### config.mk
export PLATFORM = sky130hd
export DESIGN_NAME = manta_la_flat
export DESIGN_NICKNAME = d
export VERILOG_FILES = /design/src/rtl/manta_pkg.sv /design/src/rtl/manta_la_if.sv /design/src/rtl/manta_sample_fifo.sv /design/src/rtl/manta_la.sv /design/src/flat_wrapper.sv
export SDC_FILE = /design/constraint.sdc
export NUM_CORES = 1
export LEC_CHECK = 0
export BUFFER_PORTS_ARGS = -buffer_cell sky130_fd_sc_hd__buf_4
export CAP_MARGIN = 10
export CORE_ASPECT_RATIO = 0.8
export CORE_UTILIZATION = 60
export CTS_CLUSTER_DIAMETER = 60
export CTS_CLUSTER_SIZE = 14
export DETAILED_ROUTE_END_ITERATION = 10
export GPL_ROUTABILITY_DRIVEN = 1
export PLACE_DENSITY = 0.72
export REMOVE_ABC_BUFFERS = 1
export SYNTH_ARGS = -nofsm -noshare
export SYNTH_HDL_FRONTEND = slang
export SYNTH_HIERARCHICAL = 1
export SYNTH_SLANG_ARGS = --single-unit
### constraint.sdc
create_clock -name clk -period 6.8 [get_ports clk]
set_input_delay 0.34 -clock clk [delete_from_list [all_inputs] [get_ports clk]]
set_output_delay 0.34 -clock clk [all_outputs]
set_load 0.1 [all_outputs]
### src/rtl/manta_pkg.sv
// Shared types and constants for the manta_la logic analyzer.
// Imported by the analyzer top, its sample FIFO and the testbench.
package manta_pkg;

   typedef enum logic [1:0] {IDLE, CAPTURE, DUMP} la_state_t;

   localparam logic [7:0] CMD_ARM  = 8'h30;
   localparam int         SAMPLE_W = 3;

   // A sample travels over UART zero-extended to a full byte
   function automatic logic [7:0] sample_to_byte(input logic [SAMPLE_W-1:0] s);
      return {{(8-SAMPLE_W){1'b0}}, s};
   endfunction

endpackage

### src/rtl/manta_la_if.sv
// Probe and UART pins of the logic analyzer, bundled for port connection.
// slave is the analyzer side, master is the user-logic/host side.
interface manta_la_if;

   logic probe0;
   logic probe1;
   logic probe2;
   logic rxd;
   logic txd;

   modport master (
      output probe0,
      output probe1,
      output probe2,
      output rxd,
      input  txd
   );

   modport slave (
      input  probe0,
      input  probe1,
      input  probe2,
      input  rxd,
      output txd
   );

endinterface

### src/rtl/manta_sample_fifo.sv
// Synchronous sample FIFO with extra-MSB pointers and a registered read port.
// clr_i rewinds both pointers so a new capture always starts at slot 0.
module manta_sample_fifo
   import manta_pkg::*;
#(
   parameter int DEPTH = 64
) (
   input  logic                clk,
   input  logic                rst,
   input  logic                clr_i,
   input  logic                wr_en_i,
   input  logic [SAMPLE_W-1:0] wr_data_i,
   input  logic                rd_en_i,
   output logic [SAMPLE_W-1:0] rd_data_o,
   output logic                full_o,
   output logic                empty_o
);

   localparam int AW = $clog2(DEPTH);

   logic [AW:0]         wr_ptr_q, wr_ptr_d;
   logic [AW:0]         rd_ptr_q, rd_ptr_d;
   logic [SAMPLE_W-1:0] mem [DEPTH];
   logic [SAMPLE_W-1:0] rd_data_q;
   logic                do_wr;
   logic                do_rd;

   assign full_o    = (wr_ptr_q[AW] != rd_ptr_q[AW]) && (wr_ptr_q[AW-1:0] == rd_ptr_q[AW-1:0]);
   assign empty_o   = (wr_ptr_q == rd_ptr_q);
   assign do_wr     = wr_en_i && !full_o && !clr_i;
   assign do_rd     = rd_en_i && !empty_o && !clr_i;
   assign rd_data_o = rd_data_q;

   always_comb begin
      wr_ptr_d = wr_ptr_q;
      rd_ptr_d = rd_ptr_q;
      if (clr_i) begin
         wr_ptr_d = '0;
         rd_ptr_d = '0;
      end else begin
         if (do_wr) wr_ptr_d = wr_ptr_q + (AW+1)'(1);
         if (do_rd) rd_ptr_d = rd_ptr_q + (AW+1)'(1);
      end
   end

   always_ff @(posedge clk) begin
      if (rst) begin
         wr_ptr_q <= '0;
         rd_ptr_q <= '0;
      end else begin
         wr_ptr_q <= wr_ptr_d;
         rd_ptr_q <= rd_ptr_d;
      end
   end

   // Storage carries no reset so it maps onto block RAM
   always_ff @(posedge clk) begin
      if (do_wr) mem[wr_ptr_q[AW-1:0]] <= wr_data_i;
      if (do_rd) rd_data_q <= mem[rd_ptr_q[AW-1:0]];
   end

endmodule

### src/rtl/manta_la.sv
// UART-armed logic analyzer: an ARM byte triggers FIFO_DEPTH consecutive
// 3-bit probe captures, which are then streamed back one byte per sample.
module manta_la
   import manta_pkg::*;
#(
   parameter int FIFO_DEPTH      = 64,
   parameter int CLOCKS_PER_BAUD = 868
) (
   input  logic      clk,
   input  logic      rst,
   manta_la_if.slave bus
);

   localparam int            CW        = $clog2(CLOCKS_PER_BAUD);
   localparam logic [CW-1:0] BAUD_LAST = CW'(CLOCKS_PER_BAUD - 1);
   localparam logic [CW-1:0] HALF_LAST = CW'(CLOCKS_PER_BAUD / 2 - 1);

   la_state_t     state_q;
   logic          rd_pend_q;

   logic          rx_meta_q, rx_sync_q, rx_prev_q;
   logic          rx_busy_q;
   logic [CW-1:0] rx_cnt_q;
   logic [3:0]    rx_bit_q;
   logic [7:0]    rx_shift_q;
   logic          rx_valid_q;
   logic [7:0]    rx_data_q;

   logic          tx_busy_q;
   logic [CW-1:0] tx_cnt_q;
   logic [3:0]    tx_bit_q;
   logic [8:0]    tx_shift_q;
   logic          txd_q;

   logic                arm_hit;
   logic                fifo_wr_en, fifo_rd_en;
   logic                fifo_full, fifo_empty;
   logic [SAMPLE_W-1:0] fifo_rd_data;

   assign arm_hit    = (state_q == IDLE) && rx_valid_q && (rx_data_q == CMD_ARM);
   assign fifo_wr_en = (state_q == CAPTURE);
   assign fifo_rd_en = (state_q == DUMP) && !fifo_empty && !rd_pend_q && !tx_busy_q;
   assign bus.txd    = txd_q;

   manta_sample_fifo #(.DEPTH(FIFO_DEPTH)) u_fifo (
      .clk       (clk),
      .rst       (rst),
      .clr_i     (arm_hit),
      .wr_en_i   (fifo_wr_en),
      .wr_data_i ({bus.probe2, bus.probe1, bus.probe0}),
      .rd_en_i   (fifo_rd_en),
      .rd_data_o (fifo_rd_data),
      .full_o    (fifo_full),
      .empty_o   (fifo_empty)
   );

   always_ff @(posedge clk) begin
      if (rst) begin
         state_q   <= IDLE;
         rd_pend_q <= 1'b0;
      end else begin
         rd_pend_q <= fifo_rd_en;
         case (state_q)
            IDLE:    if (arm_hit) state_q <= CAPTURE;
            CAPTURE: if (fifo_full) state_q <= DUMP;
            DUMP:    if (fifo_empty && !rd_pend_q && !tx_busy_q) state_q <= IDLE;
            default: state_q <= IDLE;
         endcase
      end
   end

   // Receiver: rx_bit_q 0 is the start-bit half period, 1..8 data, 9 stop
   always_ff @(posedge clk) begin
      if (rst) begin
         rx_meta_q  <= 1'b1;
         rx_sync_q  <= 1'b1;
         rx_prev_q  <= 1'b1;
         rx_busy_q  <= 1'b0;
         rx_cnt_q   <= '0;
         rx_bit_q   <= '0;
         rx_shift_q <= '0;
         rx_valid_q <= 1'b0;
         rx_data_q  <= '0;
      end else begin
         rx_meta_q  <= bus.rxd;
         rx_sync_q  <= rx_meta_q;
         rx_prev_q  <= rx_sync_q;
         rx_valid_q <= 1'b0;
         if (!rx_busy_q) begin
            if (rx_prev_q && !rx_sync_q) begin
               rx_busy_q <= 1'b1;
               rx_cnt_q  <= '0;
               rx_bit_q  <= '0;
            end
         end else if (rx_bit_q == 4'd0) begin
            if (rx_cnt_q == HALF_LAST) begin
               rx_cnt_q <= '0;
               if (rx_sync_q) rx_busy_q <= 1'b0;
               else           rx_bit_q  <= 4'd1;
            end else begin
               rx_cnt_q <= rx_cnt_q + CW'(1);
            end
         end else if (rx_cnt_q == BAUD_LAST) begin
            rx_cnt_q <= '0;
            if (rx_bit_q == 4'd9) begin
               rx_busy_q <= 1'b0;
               if (rx_sync_q) begin
                  rx_valid_q <= 1'b1;
                  rx_data_q  <= rx_shift_q;
               end
            end else begin
               rx_shift_q <= {rx_sync_q, rx_shift_q[7:1]};
               rx_bit_q   <= rx_bit_q + 4'd1;
            end
         end else begin
            rx_cnt_q <= rx_cnt_q + CW'(1);
         end
      end
   end

   // Transmitter loads the cycle after the FIFO read; shift holds data then stop
   always_ff @(posedge clk) begin
      if (rst) begin
         tx_busy_q  <= 1'b0;
         tx_cnt_q   <= '0;
         tx_bit_q   <= '0;
         tx_shift_q <= '1;
         txd_q      <= 1'b1;
      end else if (!tx_busy_q) begin
         if (rd_pend_q) begin
            tx_busy_q  <= 1'b1;
            tx_cnt_q   <= '0;
            tx_bit_q   <= '0;
            tx_shift_q <= {1'b1, sample_to_byte(fifo_rd_data)};
            txd_q      <= 1'b0;
         end
      end else if (tx_cnt_q == BAUD_LAST) begin
         tx_cnt_q <= '0;
         if (tx_bit_q == 4'd9) begin
            tx_busy_q <= 1'b0;
            txd_q     <= 1'b1;
         end else begin
            txd_q      <= tx_shift_q[0];
            tx_shift_q <= {1'b1, tx_shift_q[8:1]};
            tx_bit_q   <= tx_bit_q + 4'd1;
         end
      end else begin
         tx_cnt_q <= tx_cnt_q + CW'(1);
      end
   end

endmodule

### src/flat_wrapper.sv
// flat-port wrapper written by rule: the top's interface ports become plain ports
module manta_la_flat import manta_pkg::*;
#(
   parameter int FIFO_DEPTH      = 64,
   parameter int CLOCKS_PER_BAUD = 868
)
  (clk, rst, bus_probe0, bus_probe1, bus_probe2, bus_rxd, bus_txd);
  manta_la_if bus_i ();
  input  logic clk;
  input  logic rst;
  input wire logic [$bits(bus_i.probe0)-1:0] bus_probe0;
  input wire logic [$bits(bus_i.probe1)-1:0] bus_probe1;
  input wire logic [$bits(bus_i.probe2)-1:0] bus_probe2;
  input wire logic [$bits(bus_i.rxd)-1:0] bus_rxd;
  output wire logic [$bits(bus_i.txd)-1:0] bus_txd;
  assign bus_i.probe0 = bus_probe0;
  assign bus_i.probe1 = bus_probe1;
  assign bus_i.probe2 = bus_probe2;
  assign bus_i.rxd = bus_rxd;
  assign bus_txd = bus_i.txd;
  manta_la #(.FIFO_DEPTH(FIFO_DEPTH), .CLOCKS_PER_BAUD(CLOCKS_PER_BAUD)) u_core (.clk(clk), .rst(rst), .bus(bus_i));
endmodule
# Yosys cells after proc, flatten, opt, wreduce, memory -nomap -nowiden

Memory sizes are Yosys's and may differ from the RTL's. A register that Yosys moved wholly into a read port is not among the register bits.
Cells that the tools add are included.

Word-level logic and storage cells: 125
Memory bits (writable): 192
Register bits: 77
Memories: 1
Bits of input ports: 6

Reductions and logical operators: 31
Add/sub/neg operators: 6
Mux-type cells: 45
Bitwise operators: 4
Equal/unequal tests: 20

Memory list:

| memory            | words | width | rd ports | clocked after memory_dff | wr ports | RTL line                | text |
|---|---|---|---|---|---|---|---|
| u_core.u_fifo.mem | 64    | 3     | 1        | 1                        | 1        | manta_sample_fifo.sv:23 | `logic [SAMPLE_W-1:0] mem [DEPTH];` |

Operator list:

| operator              | number |
|---|---|
| $mux 10               | 8 |
| $mux 4                | 11 |
| $mux 9                | 4 |
| $add 10x1->10 const B | 2 |
| $eq 10x10->1 const B  | 2 |
| $mux 1                | 18 |
| $add 7x1->7 const B   | 2 |
| $logic_and 1x1->1     | 13 |
| $ne 3x3->1 const B    | 4 |
| $eq 10x9->1 const B   | 1 |
| $reduce_and 5->1      | 2 |
| $add 4x1->4 const B   | 2 |
| $eq 4x4->1 const B    | 2 |
| $eq 8x6->1 const B    | 1 |
| $ne 2x2->1 const B    | 4 |
| $eq 7x7->1            | 1 |
| $eq 6x6->1            | 1 |
| $logic_not 1->1       | 6 |
| $mux 2                | 3 |
| $pmux 2 s3            | 1 |
| $reduce_and 3->1      | 2 |
| $reduce_or 5->1       | 1 |
| $logic_not 4->1       | 1 |
| $not 1->1             | 4 |
| 9 further kinds       | 10 |

# Longest topological paths before layout

Gate-level depths: netlist (run 1).

Word-level depth: 7
Mapped depth: 9
Mapped depth without buffers: 8

# Hierarchy

The synthesis (run 1) kept the hierarchy.

Modules (own cells, without submodules):

| module            | area each (µm²) | seq. area each (µm²) | times used | cells each |
|---|---|---|---|---|
| manta_sample_fifo | 8,640.8         | 6,135.9              | 1          | 508 |
| manta_la          | 2,987.9         | 1,241.2              | 1          | 329 |

# Least setup slack after synthesis (run 1)

OpenSTA, ideal clock, no wires.

Path kind: flip-flop to flip-flop
Start: register u_core.u_fifo.rd_ptr_q[0]
End: register u_core.u_fifo.rd_data_q[0], in the netlist u_core/u_fifo/rd_data_o[0] (read register of u_core.u_fifo.mem), enable pin
Cell stages (with the launch flop): 8
Arrival time: 1,868 ps
Clock period less this slack: 2,190 ps
Path buffers: 1
Data required time: 6,479 ps
Setup slack: 4,610 ps
Path through: dfxtp_1 -> buf_6 -> xnor2_1 -> nand2_1 -> nor3_2 -> nor4_1 -> nor2b_1 -> nor2b_1

Longest elaborated chain between the ends: 7

Ends and longest elaborated chain:

| element                         | RTL line                | text |
|---|---|---|
| start: declaration              | manta_sample_fifo.sv:22 | `logic [AW:0] rd_ptr_q, rd_ptr_d;` |
| start signal: assignment        | manta_sample_fifo.sv:52 | `rd_ptr_q <= rd_ptr_d;` |
| $eq 7x7->1                      | manta_sample_fifo.sv:29 | `assign empty_o = (wr_ptr_q == rd_ptr_q);` |
| named net u_core.fifo_empty     | manta_la.sv:37          | `logic fifo_full, fifo_empty;` |
| $logic_not 1->1                 | manta_la.sv:42          | `assign fifo_rd_en = (state_q == DUMP) && !fifo_empty && !rd_pend_q && !tx_busy_q;` |
| $logic_and 1x1->1 (3 in series) | manta_la.sv:42          |  |
| named net u_core.fifo_rd_en     | manta_la.sv:36          | `logic fifo_wr_en, fifo_rd_en;` |
| $logic_and 1x1->1 (2 in series) | manta_sample_fifo.sv:31 | `assign do_rd = rd_en_i && !empty_o && !clr_i;` |
| named net u_core.u_fifo.do_rd   | manta_sample_fifo.sv:26 | `logic do_rd;` |
| end: declaration                | manta_sample_fifo.sv:24 | `logic [SAMPLE_W-1:0] rd_data_q;` |

The timed path passes the listed nets, and every way through them passes these cells.
A chain may end at the register's enable or synchronous reset.

# Worst setup path in the final report (run 1)

Start: register u_core.u_fifo.rd_ptr_q[3]
End: memory u_core.u_fifo.mem[37][2], enable pin

Longest elaborated chain between the ends: 7

Ends and longest elaborated chain:

| element                         | RTL line                | text |
|---|---|---|
| $eq 6x6->1                      | manta_sample_fifo.sv:28 | `assign full_o = (wr_ptr_q[AW] != rd_ptr_q[AW]) && (wr_ptr_q[AW-1:0] == rd_ptr_q[AW-1:0]);` |
| $logic_and 1x1->1               | manta_sample_fifo.sv:28 |  |
| $logic_not 1->1                 | manta_sample_fifo.sv:30 | `assign do_wr = wr_en_i && !full_o && !clr_i;` |
| $logic_and 1x1->1 (2 in series) | manta_sample_fifo.sv:30 |  |
| $mux 1                          | manta_sample_fifo.sv:58 | `if (do_wr) mem[wr_ptr_q[AW-1:0]] <= wr_data_i;` |
| $mux 1 (not written as such)    | manta_sample_fifo.sv:58 |  |
| end: declaration                | manta_sample_fifo.sv:23 |  |

Every way passes these cells.

==> flow_metrics.env, run 1 <==
export IMPL_count_of_cells_resized_by_post_cts_repair=0
export IMPL_period_minus_slack_ps=3220
export IMPL_type_of_the_tightest_min_delay_check="in2reg"
export IMPL_finalCritPeriodShare_pct=47.4
export IMPL_yosys_mux_area_fraction_pct=12.5
export IMPL_peakVddDrop_v=0.000220
export IMPL_max_cap_violations=0
export IMPL_clock_tree_sinks=271
export IMPL_first_global_vias=6685
export IMPL_cts_reportedPaths_clkPinSlew_ps=60
export IMPL_outcome="completed"
export IMPL_cts_root_buffer="sky130_fd_sc_hd__clkbuf_16"
export IMPL_drt_antenna_violating_nets=0
export IMPL_placed_cells=1061
export IMPL_finalNonFillerCells=1101
export IMPL_required_ps=6980
export IMPL_clock_skew_ps=13.9
export IMPL_hold_buffers=0
export IMPL_design_core_area_um2=19000
export IMPL_post_synth_main_area_contributors="sky130_fd_sc_hd__edfxtp_1, sky130_fd_sc_hd__dfxtp_1, sky130_fd_sc_hd__mux4_2"
export IMPL_synthAdderAreaFrac_pct=1.08
export IMPL_detailed_routing_iterations_pass_1=5
export IMPL_finalNetCount=844
export IMPL_yosys_area_top_type="sky130_fd_sc_hd__edfxtp_1"
export IMPL_synth_compound_area_share_pct=6.10
export IMPL_multi_input_area_um2=3980
export IMPL_grt_max_degree=65
export IMPL_die_width_um=158
export IMPL_dp_hpwl_mm=14.9
export IMPL_netlist_area_um2=11600
export IMPL_floorplan_initialDensity_pct=61.3
export IMPL_floorplan_die_height_um=127
export IMPL_timing_critical_path_arrival_ps=3400
export IMPL_ys_dominant_reg_cell="sky130_fd_sc_hd__edfxtp_1"
export IMPL_tritoncts_clock_tree="yes"
export IMPL_hold_violations=0
export IMPL_post_synth_xor_area_fraction_pct=1.81
export IMPL_synth_async_reset_ratio_pct=0
export IMPL_global_route_overflow_total=0
export IMPL_cell_count_after_synthesis=837
export IMPL_portBuffers=6
export IMPL_gp_congestion=0.839
export IMPL_synth_top_family_by_area="simple AND/OR/NAND/NOR gates"
export IMPL_diodes=0
export IMPL_tritoncts_num_buffers=23
export IMPL_power_leakage_uw=0.00383
export IMPL_synth_top_area_share_pct=50.4
export IMPL_area_sequential_um2=7380
export IMPL_synth_edff_count=195
export IMPL_fmax_ghz=0.310
export IMPL_ys_top_cells_by_count="sky130_fd_sc_hd__edfxtp_1, sky130_fd_sc_hd__nor2_1, sky130_fd_sc_hd__dfxtp_1"
export IMPL_sum_of_routed_wire_length_over_all_layers_mm=23.6
export IMPL_power_per_cell_area_nw_per_um2=241
export IMPL_remaining_drc_errors=0
export IMPL_vias_post_dr=6932
export IMPL_cts_root_to_sink_buffers=3
export IMPL_ios=7
export IMPL_critical_path_class="reg2reg"
export IMPL_post_cts_setup_buffers=0
export IMPL_placed_cell_area_um2=11800
export IMPL_rows=45
export IMPL_power_total_uw=3000
export IMPL_timing_worst_slew_pin_value_ps=1020
export IMPL_synth_simple_area_share_pct=12.7
export IMPL_fin_tns_setup_ps=0
export IMPL_finish_instance_area_um2=12400
export IMPL_most_used_standard_cell_by_instance_count_after_synthesis="sky130_fd_sc_hd__edfxtp_1"
export IMPL_grt_usage_pct=24.4
export IMPL_synthesis_area_per_instance_um2=13.9
export IMPL_critical_path_peak_fanout=24
export IMPL_layout_drive_gt1_share_pct=13.4
export IMPL_synthToLayoutAreaGrowth_pct=7.01
export IMPL_synth_warnings=6
export IMPL_part_of_the_yosys_area_used_for_sequential_elements_pct=63.4
export IMPL_initialDrtViolationCount=740
export IMPL_worst_setup_path_start_kind="flip-flop"
export IMPL_antenna_found_initial=0
export IMPL_finalMaxSlewViolations=0
export IMPL_floorplan_die_area_um2=19900
export IMPL_drt_vias_per_instance=6.30
export IMPL_synth_cell_types=75
export IMPL_synth_ff_latch_count=271
export IMPL_worst_skew_pair_late_latency_ps=520
export IMPL_count_of_filler_cells_inserted_in_the_layout=1359
export IMPL_rsz0062_at_grt="no"
export IMPL_finalSetupViolations=0
export IMPL_slew_headroom_pct=31.6
export IMPL_cts_htree_levels=1
export IMPL_first_pass_grt_wire_length_mm=37.0
export IMPL_routedWlPerCell_um=21.4
export IMPL_endpoint_kind="flip-flop"
==> per-layer routing <==
| layer | vias to the layer above | routed length, um | share of wire (%) | global-route usage, % |
|---|---|---|---|---|
| met1 | 3487 | 10500 | 44 | 36.1 |
| li1 | 3159 | - | - | - |
| met4 | 0 | 418 | 1.8 | 5.14 |
| met2 | 249 | 10800 | 46 | 37.1 |
| met3 | 37 | 1900 | 8.1 | 5.60 |
| met5 | - | 0 | 0 | 0 |
==> through the flow <==
| step | utilization, % | hold slack [ps] | setup slack, ps |
|---|---|---|---|
| final | 65.6 | 52.3 | 3580 |
| after global routing | 65.6 | 39.8 | 3420 |
| after CTS | 65.6 | 31.1 | 3640 |
| after detailed placement | 62.2 | 415 | 3620 |
| after global placement | 62.2 | 434 | 3800 |
| after floorplan | - | 389 | 3090 |
==> final cells by class <==
cell class	instances	area share, %
clock buffer	39	5.11
clock inverter	1	0.0905
inverter	13	0.392
multi-input combinational	510	32.0
sequential	271	59.3
tap	258	2.59
timing repair buffer	9	0.543
==> sequential cells by signal (all words and copies together) (netlist names) <==
name,count
u_core/u_fifo/mem,192
u_core/rx_cnt_q,10
u_core/tx_cnt_q,10
u_core/rx_data_q,8
u_core/rx_shift_q,8
u_core/tx_shift_q,8
u_core/u_fifo/rd_ptr_q,7
u_core/u_fifo/wr_ptr_q,7
u_core/rx_bit_q,4
u_core/tx_bit_q,4
u_core/u_fifo/rd_data_o,3
u_core/state_q,2
u_core/bus.txd,1
u_core/rd_pend_q,1
u_core/rx_busy_q,1
u_core/rx_meta_q,1
u_core/rx_prev_q,1
u_core/rx_sync_q,1
u_core/rx_valid_q,1
u_core/tx_busy_q,1
==> logic make-up (layout without fill, tap and decap cells) <==
family	Yosys count	after routing
simple gates	287	287
xor+xnor	24	24
fa+ha+maj	10	10
flops	271	271
compound gates	101	101
mux	88	88
buf+inv	56	62
==> cell usage in the layout (no fill, tap or decap), types with 14 or more instances in the layout <==
| master | Yosys | final |
|---|---|---|
| sky130_fd_sc_hd__nor2_1 | 127 | 127 |
| sky130_fd_sc_hd__clkbuf_16 | 0 | 23 |
| sky130_fd_sc_hd__mux2i_1 | 36 | 36 |
| sky130_fd_sc_hd__a21oi_1 | 26 | 26 |
| sky130_fd_sc_hd__nand2_1 | 39 | 39 |
| sky130_fd_sc_hd__o21ai_0 | 17 | 17 |
| sky130_fd_sc_hd__nand3_1 | 14 | 14 |
| sky130_fd_sc_hd__dfxtp_1 | 76 | 74 |
| sky130_fd_sc_hd__clkbuf_1 | 16 | 16 |
| sky130_fd_sc_hd__xnor2_1 | 14 | 14 |
| sky130_fd_sc_hd__mux4_2 | 45 | 45 |
| sky130_fd_sc_hd__edfxtp_1 | 195 | 195 |
==> where the power goes <==
group          leakage (uW)  switching, uW  total (uW)  internal [uW]
Clock              0.000308            552        1190            636
Sequential          0.00237           2.76        1770           1770
Combinational       0.00116           31.6        39.4           7.87
==> worst paths after layout <==
check                       startpoint                        to  slack, ps  depth (start not counted)
min                            bus_rxd          u_core/rx_meta_q         50                          2
min reg2reg           u_core/rx_meta_q          u_core/rx_sync_q        460                          1
max reg2reg  u_core/u_fifo/rd_ptr_q[3]  u_core/u_fifo/mem[37][2]       3580                          5
max          u_core/u_fifo/rd_ptr_q[3]  u_core/u_fifo/mem[37][2]       3580                          5
==> critical path: stages, from the launching register on <==
cell,delay [ps]
sky130_fd_sc_hd__dfxtp_1,1000
sky130_fd_sc_hd__xnor2_1,170
sky130_fd_sc_hd__nand2_1,310
sky130_fd_sc_hd__o31a_1,430
sky130_fd_sc_hd__nand4_1,530
sky130_fd_sc_hd__nor2_1,440
Note: power is estimated with default switching activity, not from simulation.
==> run 2, diff against run 1 <==
Clock period 6.8 ns to 3.3 ns, I/O delays scaled along.
==> run 2 against run 1 <==
Net effect:
- final cell count grew 0.64%
- die area is the same
- largest power group unchanged
- first-iteration DRC count shrank 4.5%
- fmax grew 17%
- flip-flop and latch count is the same
==> flow_metrics.env, run 2 (synthesized netlist as in run 1, its figures left out) <==
export IMPL_outcome="completed"
export IMPL_multi_input_area_um2=3980
export IMPL_clock_tree_sinks=271
export IMPL_initialDrtViolationCount=707
export IMPL_portBuffers=6
export IMPL_layout_drive_gt1_share_pct=14.0
export IMPL_family_with_the_most_delay_on_the_worst_path="simple AND/OR/NAND/NOR gates"
export IMPL_floorplan_die_area_um2=19900
export IMPL_cts_reportedPaths_clkPinSlew_ps=70
export IMPL_timing_critical_path_cells="xnor2_1 -> nand4_2 -> o31a_1 -> nand4_1 -> nor2_1"
export IMPL_area_sequential_um2=7380
export IMPL_count_of_filler_cells_inserted_in_the_layout=1389
export IMPL_largest_register_ffs=192
export IMPL_post_cts_setup_buffers=0
export IMPL_hold_buffers=1
export IMPL_p_seq_share_pct=59.1
export IMPL_cts_root_buffer="sky130_fd_sc_hd__clkbuf_16"
export IMPL_diodes=0
export IMPL_endpoint_kind="flip-flop"
export IMPL_gp_congestion=0.832
export IMPL_combinationalPowerShare_pct=1.3
export IMPL_cp_slowest_stage_delay_ps=610
export IMPL_power_leakage_uw=0.00387
export IMPL_placed_cells=1066
export IMPL_period_minus_slack_ps=2750
export IMPL_first_pass_grt_wire_length_mm=37.5
export IMPL_finalCritPeriodShare_pct=83.4
export IMPL_cts_htree_levels=1
export IMPL_synthToLayoutAreaGrowth_pct=7.52
export IMPL_floorplan_initialDensity_pct=61.3
export IMPL_worst_skew_pair_late_latency_ps=500
export IMPL_grt_usage_pct=24.8
export IMPL_detailed_routing_iterations_pass_1=5
export IMPL_timing_worst_slew_pin_value_ps=876
export IMPL_critical_path_class="reg2reg"
export IMPL_fmax_ghz=0.363
export IMPL_critical_path_peak_fanout=11
export IMPL_regToRegStartpoint="u_core/u_fifo/rd_ptr_q[4]"
export IMPL_dp_hpwl_mm=15.1
export IMPL_max_cap_violations=0
export IMPL_critPathBufInv=0
export IMPL_grt_max_degree=65
export IMPL_remaining_drc_errors=0
export IMPL_routedWlPerCell_um=21.4
export IMPL_worstSetupStartpoint="u_core/u_fifo/rd_ptr_q[4]"
export IMPL_count_of_cells_resized_by_post_cts_repair=0
export IMPL_netSwitchingPower_uw=1190
export IMPL_vias_post_dr=6953
export IMPL_timing_critical_path_arrival_ps=2930
export IMPL_die_width_um=158
export IMPL_rows=45
export IMPL_power_per_cell_area_nw_per_um2=494
export IMPL_peakVddDrop_v=0.000371
export IMPL_final_hold_worst_slack_ps=138
export IMPL_min_delay_start="rst"
export IMPL_drt_antenna_violating_nets=0
export IMPL_finalNetCount=850
export IMPL_finalMaxSlewViolations=0
export IMPL_power_switching_share_pct=19.2
export IMPL_global_route_overflow_total=0
export IMPL_clock_skew_ps=14.0
export IMPL_tritoncts_clock_tree="yes"
export IMPL_tritoncts_num_buffers=23
export IMPL_required_ps=3480
export IMPL_cts_root_to_sink_buffers=3
export IMPL_ios=7
export IMPL_finalSetupViolations=0
export IMPL_critPathSlowestCell="sky130_fd_sc_hd__nand4_1"
export IMPL_slew_headroom_pct=41.6
export IMPL_hold_violations=0
export IMPL_rsz0062_at_grt="no"
export IMPL_worst_setup_path_start_kind="flip-flop"
export IMPL_floorplan_die_height_um=127
export IMPL_most_common_cell_after_layout_fill_and_taps_aside="sky130_fd_sc_hd__edfxtp_1"
export IMPL_type_of_the_tightest_min_delay_check="in2reg"
export IMPL_first_global_vias=6832
export IMPL_share_clk_of_total_power_pct=39.6
export IMPL_sum_of_routed_wire_length_over_all_layers_mm=23.7
export IMPL_drt_vias_per_instance=6.28
export IMPL_finalNonFillerCells=1108
export IMPL_mostFrequentLayoutCells="sky130_fd_sc_hd__edfxtp_1, sky130_fd_sc_hd__nor2_1, sky130_fd_sc_hd__dfxtp_1"
export IMPL_antenna_found_initial=0
export IMPL_internal_power_uw=4990
export IMPL_design_core_area_um2=19000
==> run 2: changes by cell type in the layout (fill, tap and decap cells not counted), sizes merged <==
| cell | previous run | this run |
|---|---|---|
| clkinv | 0 | 1 |
| inv | 14 | 13 |
| buf | 9 | 14 |
| clkbuf | 39 | 40 |
| dlygate4sd3 | 0 | 1 |
==> run 2: power by group through the flow <==
stage / clock network (uW) / logic [uW] / registers, uW
global placement: 0 / 80.1 / 3720
CTS: 2490 / 83.8 / 3650
global route: 2620 / 91.3 / 3650
floorplan: 0 / 24.7 / 3720
detailed placement: 0 / 82.2 / 3720
finish: 2450 / 82.3 / 3650
==> run 2: layout make-up <==
cell class	count	area share [%]
repair buffers	15	0.921
multi-input cells	510	31.8
flip-flops and latches	271	59.0
inverters	13	0.390
well taps	258	2.58
clock inverters	1	0.0700
clock buffers	40	5.19
==> run 2: path summary, 6_finish.rpt <==
check / end / slack [ps] / cells past startpoint
setup / recovery: u_core/u_fifo/mem[11][0] / 550 / 5
hold reg to reg: u_core/rx_sync_q / 430 / 1
setup reg to reg: u_core/u_fifo/mem[11][0] / 550 / 5
hold / removal: u_core/tx_bit_q[1] / 140 / 2
==> run 2: stage by stage <==
stage	instance area (um2)	TNS, ps	setup WS (ps)	total power [uW]	utilization, %
2_1_floorplan	11400	-13500	-413	3750	-
3_3_place_gp	11800	0	784	3800	62.4
3_5_place_dp	11800	0	652	3810	62.4
4_1_cts	12500	0	633	6220	65.9
5_1_grt	12500	0	374	6360	65.9
6_report	12500	0	548	6180	65.9
==> run 2: metal layers <==
layer	GRT usage [%]	vias to the layer above	part of all wire, %
met5	0	-	0
li1	-	3167	-
met2	39.3	268	46
met1	35.9	3482	44
met3	4.75	36	7.7
met4	5.37	0	1.7
==> run 3, diff against run 2 <==
Settings changed: ABC_AREA set to 1.
Clock period 3.3 ns to 2.83 ns, I/O delays scaled along.
==> run 3 against run 2 <==
Net effect:
- sequential power rose by 16%
- count of clock-buffer cells in the layout fell by 1
- critical endpoint is now u_core/u_fifo/mem[28][0]
- final area rose by 7.5%
- clock skew rose by 5.7 ps
- largest cell class unchanged
- critical path type unchanged
==> flow_metrics.env, run 3 <==
export IMPL_outcome="completed"
export IMPL_floorplan_initialDensity_pct=61.1
export IMPL_layout_drive_gt1_share_pct=8.59
export IMPL_power_per_cell_area_nw_per_um2=536
export IMPL_most_used_standard_cell_by_instance_count_after_synthesis="sky130_fd_sc_hd__nand2_1"
export IMPL_power_switching_share_pct=19.7
export IMPL_ios=7
export IMPL_worst_skew_pair_late_latency_ps=520
export IMPL_netlist_area_um2=12600
export IMPL_finalNetCount=1386
export IMPL_part_of_the_yosys_area_used_for_sequential_elements_pct=58.5
export IMPL_routedWlPerCell_um=16.3
export IMPL_clock_tree_sinks=271
export IMPL_critical_path_class="reg2reg"
export IMPL_hold_path_cell_count=2
export IMPL_slew_headroom_pct=37.2
export IMPL_internal_power_uw=5780
export IMPL_mostFrequentLayoutCells="sky130_fd_sc_hd__nand2_1, sky130_fd_sc_hd__nor2_1, sky130_fd_sc_hd__edfxtp_1"
export IMPL_placed_cell_area_um2=12800
export IMPL_required_ps=3000
export IMPL_fmax_ghz=0.438
export IMPL_peakVddDrop_v=0.000563
export IMPL_critPathBufInv=2
export IMPL_synthToLayoutAreaGrowth_pct=6.52
export IMPL_p_seq_share_pct=59.0
export IMPL_finalCoreUtilization_pct=65.1
export IMPL_floorplan_die_area_um2=21600
export IMPL_critPathSlowestCell="sky130_fd_sc_hd__dfxtp_4"
export IMPL_detailed_routing_iterations_pass_1=5
export IMPL_first_global_vias=8211
export IMPL_worst_hold_path_endpoint="u_core/tx_cnt_q[5]"
export IMPL_sum_of_routed_wire_length_over_all_layers_mm=26.9
export IMPL_share_clk_of_total_power_pct=39.7
export IMPL_critical_path_peak_fanout=23
export IMPL_cp_slowest_stage_delay_ps=520
export IMPL_cts_root_buffer="sky130_fd_sc_hd__clkbuf_16"
export IMPL_finalMaxSlewViolations=0
export IMPL_synth_top_area_share_pct=46.4
export IMPL_dp_hpwl_mm=17.1
export IMPL_regToRegStartpoint="u_core/u_fifo/rd_ptr_q[0]"
export IMPL_synthesis_area_per_instance_um2=9.14
export IMPL_gp_congestion=0.833
export IMPL_first_pass_grt_wire_length_mm=42.9
export IMPL_most_common_cell_after_layout_fill_and_taps_aside="sky130_fd_sc_hd__nand2_1"
export IMPL_family_with_the_most_delay_on_the_worst_path="simple AND/OR/NAND/NOR gates"
export IMPL_rsz0062_at_grt="no"
export IMPL_cts_reportedPaths_clkPinSlew_ps=70
export IMPL_final_hold_worst_slack_ps=26.1
export IMPL_cell_count_after_synthesis=1380
export IMPL_vias_post_dr=9070
export IMPL_grt_usage_pct=25.8
export IMPL_portBuffers=6
export IMPL_antenna_found_initial=0
export IMPL_endpoint_kind="flip-flop"
export IMPL_post_cts_setup_buffers=0
export IMPL_type_of_the_tightest_min_delay_check="in2reg"
export IMPL_cts_htree_levels=1
export IMPL_netSwitchingPower_uw=1420
export IMPL_finalCritPeriodShare_pct=80.7
export IMPL_post_synth_main_area_contributors="sky130_fd_sc_hd__edfxtp_1, sky130_fd_sc_hd__dfxtp_1, sky130_fd_sc_hd__nand2_1"
export IMPL_drt_antenna_violating_nets=0
export IMPL_design_core_area_um2=20600
export IMPL_finish_instance_area_um2=13400
export IMPL_max_cap_violations=0
export IMPL_diodes=0
export IMPL_synth_warnings=6
export IMPL_combinationalPowerShare_pct=1.3
export IMPL_timing_critical_path_arrival_ps=2450
export IMPL_synth_ff_latch_count=271
export IMPL_regToRegSetupSlack_ps=550
export IMPL_floorplan_die_height_um=132
export IMPL_r2r_cells=8
export IMPL_yosys_area_top_type="sky130_fd_sc_hd__edfxtp_1"
export IMPL_timing_critical_path_cells="inv_2 -> nand2_1 -> a21oi_4 -> nand4_4 -> nand3_4 -> inv_12 -> nand2_8 -> nor2_1"
export IMPL_power_leakage_uw=0.00516
export IMPL_power_total_uw=7200
export IMPL_fin_tns_setup_ps=0
export IMPL_crit_reg2reg_capture="u_core/u_fifo/mem[28][0]"
export IMPL_largest_register_ffs=192
export IMPL_tritoncts_num_buffers=23
export IMPL_synth_edff_count=195
export IMPL_global_route_overflow_total=0
export IMPL_rows=47
export IMPL_grt_max_degree=65
export IMPL_count_of_filler_cells_inserted_in_the_layout=1696
export IMPL_finalSetupViolations=0
export IMPL_timing_worst_slew_pin_value_ps=941
export IMPL_synth_async_reset_ratio_pct=0
export IMPL_initialDrtViolationCount=910
export IMPL_ys_dominant_reg_cell="sky130_fd_sc_hd__edfxtp_1"
export IMPL_worst_setup_path_start_kind="flip-flop"
export IMPL_period_minus_slack_ps=2280
export IMPL_die_width_um=164
export IMPL_tritoncts_clock_tree="yes"
export IMPL_cts_root_to_sink_buffers=3
export IMPL_ys_top_cells_by_count="sky130_fd_sc_hd__nand2_1, sky130_fd_sc_hd__nor2_1, sky130_fd_sc_hd__edfxtp_1"
export IMPL_synth_cell_types=41
export IMPL_hold_violations=0
export IMPL_remaining_drc_errors=0
export IMPL_min_delay_start="rst"
export IMPL_drt_vias_per_instance=5.48
export IMPL_clock_skew_ps=19.7
==> run 3: cell count changes after synthesis, sizes merged, moves of 10 or more <==
cell	change
inv	+114
o21ai	+46
a21oi	+20
nand4	+15
and3	-10
nand2	+324
mux2i	-36
buf	+13
nand3	+114
nor2b	-13
mux4	-45
nor2	+122
xnor2	-10
==> run 3: metal layers <==
layer  wire [um]  global-route usage [%]  vias to the layer above  share of wire, %
met5           0                       0                        -                 0
met4         553                    6.22                        0               2.1
met3        2180                    4.55                       38               8.1
met2       11500                    37.2                      291                43
met1       12700                    40.2                     4232                47
li1            -                       -                     4509                 -
==> run 3: final cells by class <==
| class | instances | area [um2] | area share, % |
|---|---|---|---|
| clock buffer | 39 | 636 | 4.73 |
| clock inverter | 2 | 11.3 | 0.0838 |
| inverter | 128 | 499 | 3.72 |
| multi-input combinational | 925 | 4410 | 32.8 |
| sequential | 271 | 7380 | 54.9 |
| tap | 269 | 337 | 2.50 |
| timing repair buffer | 21 | 160 | 1.19 |
==> run 3: repair_timing <==
item,4_1_cts,5_1_grt
gates resized for setup,0,0
hold buffers,1,0
hold endpoints to repair,1,0
==> run 3: worst max path at each step <==
stage                              startpoint                         end  cells past startpoint
global placement    u_core/u_fifo/rd_ptr_q[0]    u_core/u_fifo/mem[35][0]                      8
floorplan           u_core/u_fifo/rd_ptr_q[0]  u_core/u_fifo/rd_data_o[0]                     10
CTS                 u_core/u_fifo/rd_ptr_q[0]    u_core/u_fifo/mem[28][0]                      8
finish              u_core/u_fifo/rd_ptr_q[0]    u_core/u_fifo/mem[28][0]                      8
detailed placement  u_core/u_fifo/rd_ptr_q[0]    u_core/u_fifo/mem[28][0]                      8
global route        u_core/u_fifo/rd_ptr_q[0]    u_core/u_fifo/mem[28][0]                      8
==> run 3: power groups by stage <==
stage	sequential, uW	clock, uW	combinational (uW)
after floorplan	4340	0	25.5
final	4250	2860	91.3
after global routing	4250	3080	102
after CTS	4250	2930	93.5
after global placement	4340	0	91.7
after detailed placement	4340	0	92.3
==> run 3: worst register-to-register path, cell delays in order, from the launching register on <==
cell and delay [ps]:
sky130_fd_sc_hd__dfxtp_4 520, sky130_fd_sc_hd__inv_2 200, sky130_fd_sc_hd__nand2_1 170, sky130_fd_sc_hd__a21oi_4 90, sky130_fd_sc_hd__nand4_4 140, sky130_fd_sc_hd__nand3_4 190, sky130_fd_sc_hd__inv_12 210, sky130_fd_sc_hd__nand2_8 110
sky130_fd_sc_hd__nor2_1 320
==> run 3: cell families after synthesis <==
kind of cell	Yosys count	share of synthesized area, %
AND/OR/NAND/NOR	781	27.9
adder cells (fa/ha/maj)	10	0.992
buffers and inverters	184	6.55
XOR/XNOR	18	1.25
AO/OA/AOI/OAI	116	4.81
flip-flops	271	58.5
==> run 3: through the flow <==
| stage | setup slack [ps] | std cells |
|---|---|---|
| 2_1_floorplan | -1910 | 1324 |
| 4_1_cts | 553 | 1655 |
| 6_report | 547 | 1655 |
| 3_3_place_gp | 748 | 1613 |
| 3_5_place_dp | 585 | 1613 |
| 5_1_grt | 454 | 1655 |
